<file path="src/rtl/mostra_sequencia_jogadas_pkg.sv">
// Shared state codes for the sequence presenter.
// The same codes feed the hexa7seg debug display.
package mostra_sequencia_jogadas_pkg;

   localparam logic [3:0] ST_INICIAL    = 4'd0;
   localparam logic [3:0] ST_PREPARACAO = 4'd1;
   localparam logic [3:0] ST_ACENDE     = 4'd2;
   localparam logic [3:0] ST_APAGA      = 4'd3;
   localparam logic [3:0] ST_PROXIMO    = 4'd4;
   localparam logic [3:0] ST_FINAL      = 4'd15;

   // True while the sequence is being presented.
   function automatic logic em_exibicao(input logic [3:0] e);
      return (e == ST_PREPARACAO) || (e == ST_ACENDE) ||
             (e == ST_APAGA) || (e == ST_PROXIMO);
   endfunction

endpackage

</file>
<file path="src/rtl/mostra_sequencia_jogadas_contador_tempo.sv">
// Free-running timer with clear/enable and terminal count.
// Wraps to zero on its own after the terminal cycle.
module contador_tempo
   import mostra_sequencia_jogadas_pkg::*;
#(
   parameter int M = 1000
) (
   input  logic clock,
   input  logic reset,
   input  logic zera,
   input  logic conta,
   output logic fim
);

   localparam int W = (M > 1) ? $clog2(M) : 1;
   localparam logic [W-1:0] MAX = W'(M - 1);

   logic [W-1:0] r_cnt;

   // Count enabled cycles, wrapping at the terminal value.
   always_ff @(posedge clock) begin
      if (reset || zera) begin
         r_cnt <= '0;
      end else if (conta) begin
         if (r_cnt == MAX) r_cnt <= '0;
         else              r_cnt <= r_cnt + 1'b1;
      end
   end

   assign fim = (r_cnt == MAX);

endmodule

</file>
<file path="src/rtl/mostra_sequencia_jogadas.sv">
// Memory-game sequence presenter: walks addresses 0..limite,
// lighting each jogada for T_ACESO then blanking for T_APAGADO.
module mostra_sequencia_jogadas
   import mostra_sequencia_jogadas_pkg::*;
#(
   parameter int T_ACESO   = 1000,
   parameter int T_APAGADO = 500
) (
   input  logic       clock,
   input  logic       reset,
   input  logic       iniciar,
   input  logic [3:0] limite,
   input  logic [3:0] dado_memoria,
   output logic [3:0] endereco,
   output logic [3:0] leds,
   output logic       mostrando,
   output logic       pronto,
   output logic [3:0] db_estado
);

   logic [3:0] r_estado;
   logic [3:0] w_prox;
   logic [3:0] r_endereco;
   logic [3:0] r_limite;
   logic       w_fim_aceso;
   logic       w_fim_apagado;
   logic       w_zera;

   assign w_zera = (r_estado == ST_PREPARACAO);

   contador_tempo #(.M(T_ACESO)) u_t_aceso (
      .clock (clock),
      .reset (reset),
      .zera  (w_zera),
      .conta (r_estado == ST_ACENDE),
      .fim   (w_fim_aceso)
   );

   contador_tempo #(.M(T_APAGADO)) u_t_apagado (
      .clock (clock),
      .reset (reset),
      .zera  (w_zera),
      .conta (r_estado == ST_APAGA),
      .fim   (w_fim_apagado)
   );

   // Next-state decode; unused codes fall back to inicial.
   always_comb begin
      w_prox = ST_INICIAL;
      case (r_estado)
         ST_INICIAL:
            w_prox = iniciar ? ST_PREPARACAO : ST_INICIAL;
         ST_PREPARACAO:
            w_prox = ST_ACENDE;
         ST_ACENDE:
            w_prox = w_fim_aceso ? ST_APAGA : ST_ACENDE;
         ST_APAGA:
            if (!w_fim_apagado)
               w_prox = ST_APAGA;
            else if (r_endereco == r_limite)
               w_prox = ST_FINAL;
            else
               w_prox = ST_PROXIMO;
         ST_PROXIMO:
            w_prox = ST_ACENDE;
         ST_FINAL:
            w_prox = ST_INICIAL;
         default:
            w_prox = ST_INICIAL;
      endcase
   end

   // State register.
   always_ff @(posedge clock) begin
      if (reset) r_estado <= ST_INICIAL;
      else       r_estado <= w_prox;
   end

   // Address counter and latched limit; last-address check
   // precedes any increment, so 15 never wraps.
   always_ff @(posedge clock) begin
      if (reset) begin
         r_endereco <= '0;
         r_limite   <= '0;
      end else if (r_estado == ST_PREPARACAO) begin
         r_endereco <= '0;
         r_limite   <= limite;
      end else if (r_estado == ST_PROXIMO) begin
         r_endereco <= r_endereco + 4'd1;
      end
   end

   assign endereco  = r_endereco;
   assign leds      = (r_estado == ST_ACENDE) ? dado_memoria : 4'd0;
   assign mostrando = em_exibicao(r_estado);
   assign pronto    = (r_estado == ST_FINAL);
   assign db_estado = r_estado;

endmodule
</file>
<file path="config.mk">
export PLATFORM = sky130hd
export DESIGN_NAME = mostra_sequencia_jogadas
export DESIGN_NICKNAME = d
export VERILOG_FILES = /design/src/rtl/mostra_sequencia_jogadas_pkg.sv /design/src/rtl/mostra_sequencia_jogadas_contador_tempo.sv /design/src/rtl/mostra_sequencia_jogadas.sv
export SDC_FILE = /design/constraint.sdc
export NUM_CORES = 1
export LEC_CHECK = 0
export CAP_MARGIN = 20
export CORE_ASPECT_RATIO = 1.25
export CORE_MARGIN = 2
export CORE_UTILIZATION = 24
export CTS_CLUSTER_DIAMETER = 120
export CTS_CLUSTER_SIZE = 10
export DETAILED_ROUTE_END_ITERATION = 12
export MAX_ROUTING_LAYER = met4
export SYNTH_ARGS = -nofsm -noshare
export SYNTH_HDL_FRONTEND = slang
export SYNTH_SLANG_ARGS = --single-unit
</file>
<file path="constraint.sdc">
create_clock -name clock -period 2.5 [get_ports clock]
set_clock_uncertainty 0.2 [all_clocks]
set_input_delay 0.75 -clock clock [delete_from_list [all_inputs] [get_ports clock]]
set_output_delay 0.75 -clock clock [all_outputs]
set_load 0.01 [all_outputs]
</file>
After elaboration in Yosys (flattened, before gate mapping)
Cells that the tools add are included. Widths: inputs -> output; s select.

Output and inout port bits: 14. Register bits: 31. Input port bits: 11.

Muxes and demuxes: 8. Equality and inequality tests: 8. Reductions and logical operators: 7. $add $sub $neg: 3.

Operators with widths (count): $pmux 4 s4 (1); $mux 4 (3); $add 10x1->10 const B (1); $eq 10x10->1 const B (1); $mux 10 (1); $add 9x1->9 const B (1); $eq 9x9->1 const B (1); $mux 9 (1); $eq 4x2->1 const B (2); $add 4x1->4 const B (1); $eq 4x1->1 const B (1); $eq 4x3->1 const B (1); $eq 4x4->1 (1); $eq 4x4->1 const B (1); $logic_not 4->1 (1); $logic_or 1x1->1 (4); $reduce_or 2->1 (2); $mux 1 (2).

Depth between registers and ports, before layout
Gate-level depths: netlist of run 1.

Word-level depth: 4. Depth in mapped cells: 7.

Hierarchy
A second synthesis of run 1 with hierarchy kept.

Cell total of the unflattened synthesis: 182. Area total of the unflattened synthesis: 1641.6 um^2.

Modules (own cells, without submodules): mostra_sequencia_jogadas (area an instance 655.6 um^2, times used 1, sequential area each 240.2 um^2, cells each 73); contador_tempo at u_t_aceso (area an instance 498.0 um^2, times used 1, sequential area each 200.2 um^2, cells each 52); contador_tempo at u_t_apagado (area an instance 488.0 um^2, times used 1, sequential area each 180.2 um^2, cells each 57).

Least setup slack after synthesis of run 1
Ideal clock, no wire load.

Path kind: reg2out. Start point: reg r_estado[1], in the netlist db_estado[1]. End point: out leds[0]. Data arrival time: 1.505 ns. Stages on the path, launching flop included: 4. Path slack: 0.045 ns. Cells stage by stage: dfxtp_1 -> buf_2 -> nor4b_1 -> and2_1.

Longest elaborated chain between the ends: 2.

Ends and longest elaborated chain: start: declaration (RTL line mostra_sequencia_jogadas.sv:21) `logic [3:0] r_estado;`; start signal: assignment (RTL line mostra_sequencia_jogadas.sv:76) `else r_estado <= w_prox;`; $eq 4x2->1 (RTL line mostra_sequencia_jogadas.sv:94) `assign leds = (r_estado == ST_ACENDE) ? dado_memoria : 4'd0;`; $mux 4 (RTL line mostra_sequencia_jogadas.sv:94); end: declaration (RTL line mostra_sequencia_jogadas.sv:15) `output logic [3:0] leds,`.

No other way between the ends.

Final worst setup path of run 1
Start point: in dado_memoria[1]. End point: out leds[1].

Longest elaborated chain between the ends: 1.

Ends and longest elaborated chain: start: declaration (RTL line mostra_sequencia_jogadas.sv:13) `input logic [3:0] dado_memoria,`; $mux 4 (RTL line mostra_sequencia_jogadas.sv:94).

No other way between the ends.

==> results of run 1 <==
==> synth_stat cells (all sizes together) <==
cell type	number	area, um^2
dfxtp	31	621
nor2	30	120
xnor2	18	158
nand2	17	63.8
nor4	10	68.8
buf	6	41.3
xor2	6	52.6
a21oi	5	25.0
mux2i	5	50.1
nand3	5	25.0
nand4	5	31.3
and2	4	25.0
nor3	4	20.0
ha	3	37.5
inv	3	11.3
nor4b	3	32.5
clkbuf	2	7.51
nor4bb	2	20.0
o21ai	2	10.0
a41o	1	10.0
and3	1	6.26
nand2b	1	6.26
nand4bb	1	11.3
nor3b	1	7.51
or2	1	6.26
or3b	1	8.76
or4b	1	10.0
==> power by group <==
group          switching, mW  internal [mW]  total, mW
Clock                  0.176          0.251      0.427
Combinational         0.0598         0.0696      0.129
Sequential           0.00850          0.505      0.513
Total                  0.244          0.825       1.07
==> state kept, by name, indices dropped and copies added, names as in the netlist <==
| register | cells |
|---|---|
| r_limite | 4 |
| db_estado | 4 |
| endereco | 4 |
| u_t_aceso.r_cnt | 10 |
| u_t_apagado.r_cnt | 9 |
==> area by class of cell <==
| cell class | instances | share of cell area |
|---|---|---|
| tap | 85 | 0.0534 |
| sequential | 31 | 0.313 |
| clock buffer | 8 | 0.0502 |
| inverter | 3 | 0.00565 |
| timing repair buffer | 38 | 0.168 |
| multi-input combinational | 127 | 0.410 |
==> final timing paths <==
path / from / endpoint / slack, ns / cells past startpoint
hold / removal: u_t_aceso.r_cnt[1] / u_t_aceso.r_cnt[1] / 0.28 / 2
hold reg to reg: u_t_aceso.r_cnt[1] / u_t_aceso.r_cnt[1] / 0.28 / 2
setup reg to reg: db_estado[0] / u_t_aceso.r_cnt[7] / 0.41 / 6
setup / recovery: dado_memoria[1] / leds[1] / 0.02 / 3
==> tightest hold or removal path: stages (launching register included) <==
cell and delay, ns:
dfxtp_1 0.33, nand2_1 0.06, a21oi_1 0.05
==> routing by layer <==
metal / routed length, um / global-route usage
met2: 1480 / 0.156
met3: 87 / 0.0264
met1: 1310 / 0.108
met4: 53 / 0.0402
met5: 0 / -
==> cell families (layout without fill, tap and decap cells) <==
group	Yosys count	in the layout
AND/OR/NAND/NOR	87	87
adder cells (fa/ha/maj)	3	3
flip-flops	31	31
multiplexers	5	5
XOR/XNOR	24	24
buffers and inverters	11	49
AO/OA/AOI/OAI	8	8
==> timing repair <==
action	4_1_cts	5_1_grt
pin swaps	0	0
cloned	0	0
setup endpoints to repair	5	5
hold buffers	0	0
gates resized for setup	11	8
==> metrics by stage <==
step | cells | hold slack [ns] | cell area [um^2]
2_1_floorplan | 169 | 0.253 | 1490
3_3_place_gp | 284 | 0.266 | 1890
3_5_place_dp | 284 | 0.275 | 1890
4_1_cts | 292 | 0.283 | 1990
5_1_grt | 292 | 0.332 | 1990
6_report | 292 | 0.283 | 1990
==> flow_metrics.tcl, run 1 <==
set metrics [dict create \
    critical-path-top-delay-family "buffers and inverters" \
    netlist-cell-type-count 33 \
    layout.cells.most_common "dfxtp_1" \
    h-tree-depth 2 \
    cap_violations 0 \
    total_power_mw 1.07 \
    cts_tree "done" \
    grt_antenna_before_repair 0 \
    fin_tns_setup_ns 0 \
    dieHeight_um 92.0 \
    synth.mux.area_fraction 0.0337 \
    cellLeakagePower_nw 0.690 \
    wl_um 2930 \
    mappedNetlistNets 183 \
    insertion_delay_ns 0.28 \
    max_clock_freq_ghz 0.403 \
    placeableCoreArea_um2 6090 \
    cts_root_buf "clkbuf_8" \
    finalSetupViolations 0 \
    drt-vias-per-instance 4.16 \
    top_level_ports 25 \
    slew_headroom 0.514 \
    post_synth_adder_cell_area 0.0253 \
    number_of_detailed_routing_iterations_run_before_antenna_repair 4 \
    clock_sink_count 31 \
    synth-compound-area-share 0.0303 \
    route.detailed.wl_per_inst_um 10.0 \
    post_cts_buffers 0 \
    synth_sequential_area_ratio 0.418 \
    drive_above_1_share 0.169 \
    global_route_wire_length_before_repair_um 4950 \
    path_clk_slew_ns 0.06 \
    ys_seq_elements 31 \
    path_cells "clkdlybuf4s50_1 > and2_1 > clkdlybuf4s15_1" \
    vdd_drop_max_uv 145 \
    grt_start_max_net_pins 11 \
    syn-instance-count 169 \
    initial_standard_cell_utilization_of_the_core 0.244 \
    largest_family_of_logic_cells_by_synthesized_area "simple AND/OR/NAND/NOR gates" \
    clock_buffers_created_by_tritoncts 5 \
    cp.buffers_inverters 2 \
    antenna_cells 0 \
    final-hold-violation-count 0 \
    final_critical_path_setup_slack_ns 0.0206 \
    cp.arrival_ns 1.53 \
    worst-path-max-fanout 1 \
    fin_crit_sh 0.992 \
    antenna_violating_nets_post_route 0 \
    cpMaxStageDelayCell "clkdlybuf4s50_1" \
    finalWeightedCongestion 0.808 \
    filler_cell_count 652 \
    cp_data_required_time_ns 1.55 \
    max_stage_delay_ns 0.44 \
    finalMaxSlewViolations 0 \
    status "finished clean" \
    post-place-ws_ns -0.300 \
    crit_path_start_kind "primary input" \
    layout_common_cells "dfxtp_1, nor2_1, xnor2_1, clkdlybuf4s50_1, nand2_1" \
    floorplan.die_area_um2 6840 \
    worstHoldPathType "reg -> reg" \
    global_route.overflow_total 0 \
    cts_buffer_depth 2 \
    die-width_um 74.4 \
    post_synth_xor_area_fraction 0.141 \
    critical_path.endpoint_type "output pin" \
    period_needed_ns 2.48 \
    synthSimpleGateAreaFrac 0.311 \
    multi_input_comb_area_um2 817 \
    yosys_warnings 0 \
    grt_setup_unrepaired "false" \
    finish.net_count 220 \
    netlist_area_um2 1490 \
    worst_slew_pin_slew_ns 0.719 \
    syn_avg_cell_area_um2 8.80 \
    grt_util_all_layers 0.0957 \
    area_growth_pct 34.1 \
    placement.io_buffers 24 \
    finalCoreUtilization 0.328 \
    rows 32 \
    hpwlAfterDp_um 2270 \
    p_per_area_nw_per_um2 536 \
    detailroute.via_count 1215 \
    grt_pass1_vias 1142 \
    regArea_um2 623 \
    post-route-drc-count 0 \
    drt_iter0_markers 44 \
    timing_worst_setup_path_type "in -> out" \
]
No activity file was read; power rests on OpenSTA's default activity.
==> inputs of run 2 (changes only) <==
--- a/config.mk
+++ b/config.mk
@@ -12,6 +12,7 @@
 export CTS_CLUSTER_DIAMETER = 120
 export CTS_CLUSTER_SIZE = 10
 export DETAILED_ROUTE_END_ITERATION = 12
+export GPL_TIMING_DRIVEN = 1
 export MAX_ROUTING_LAYER = met4
 export SYNTH_ARGS = -nofsm -noshare
 export SYNTH_HDL_FRONTEND = slang
==> results of run 2 <==
No change in the layout: final DEF, timing and power equal those of run 1.
==> inputs of run 3 (changes only) <==
--- a/config.mk
+++ b/config.mk
@@ -5,6 +5,7 @@
 export SDC_FILE = /design/constraint.sdc
 export NUM_CORES = 1
 export LEC_CHECK = 0
+export ABC_CLOCK_PERIOD_IN_PS = 2500
 export CAP_MARGIN = 20
 export CORE_ASPECT_RATIO = 1.25
 export CORE_MARGIN = 2
==> results of run 3 <==
No change in the layout: final DEF, timing and power equal those of run 1.
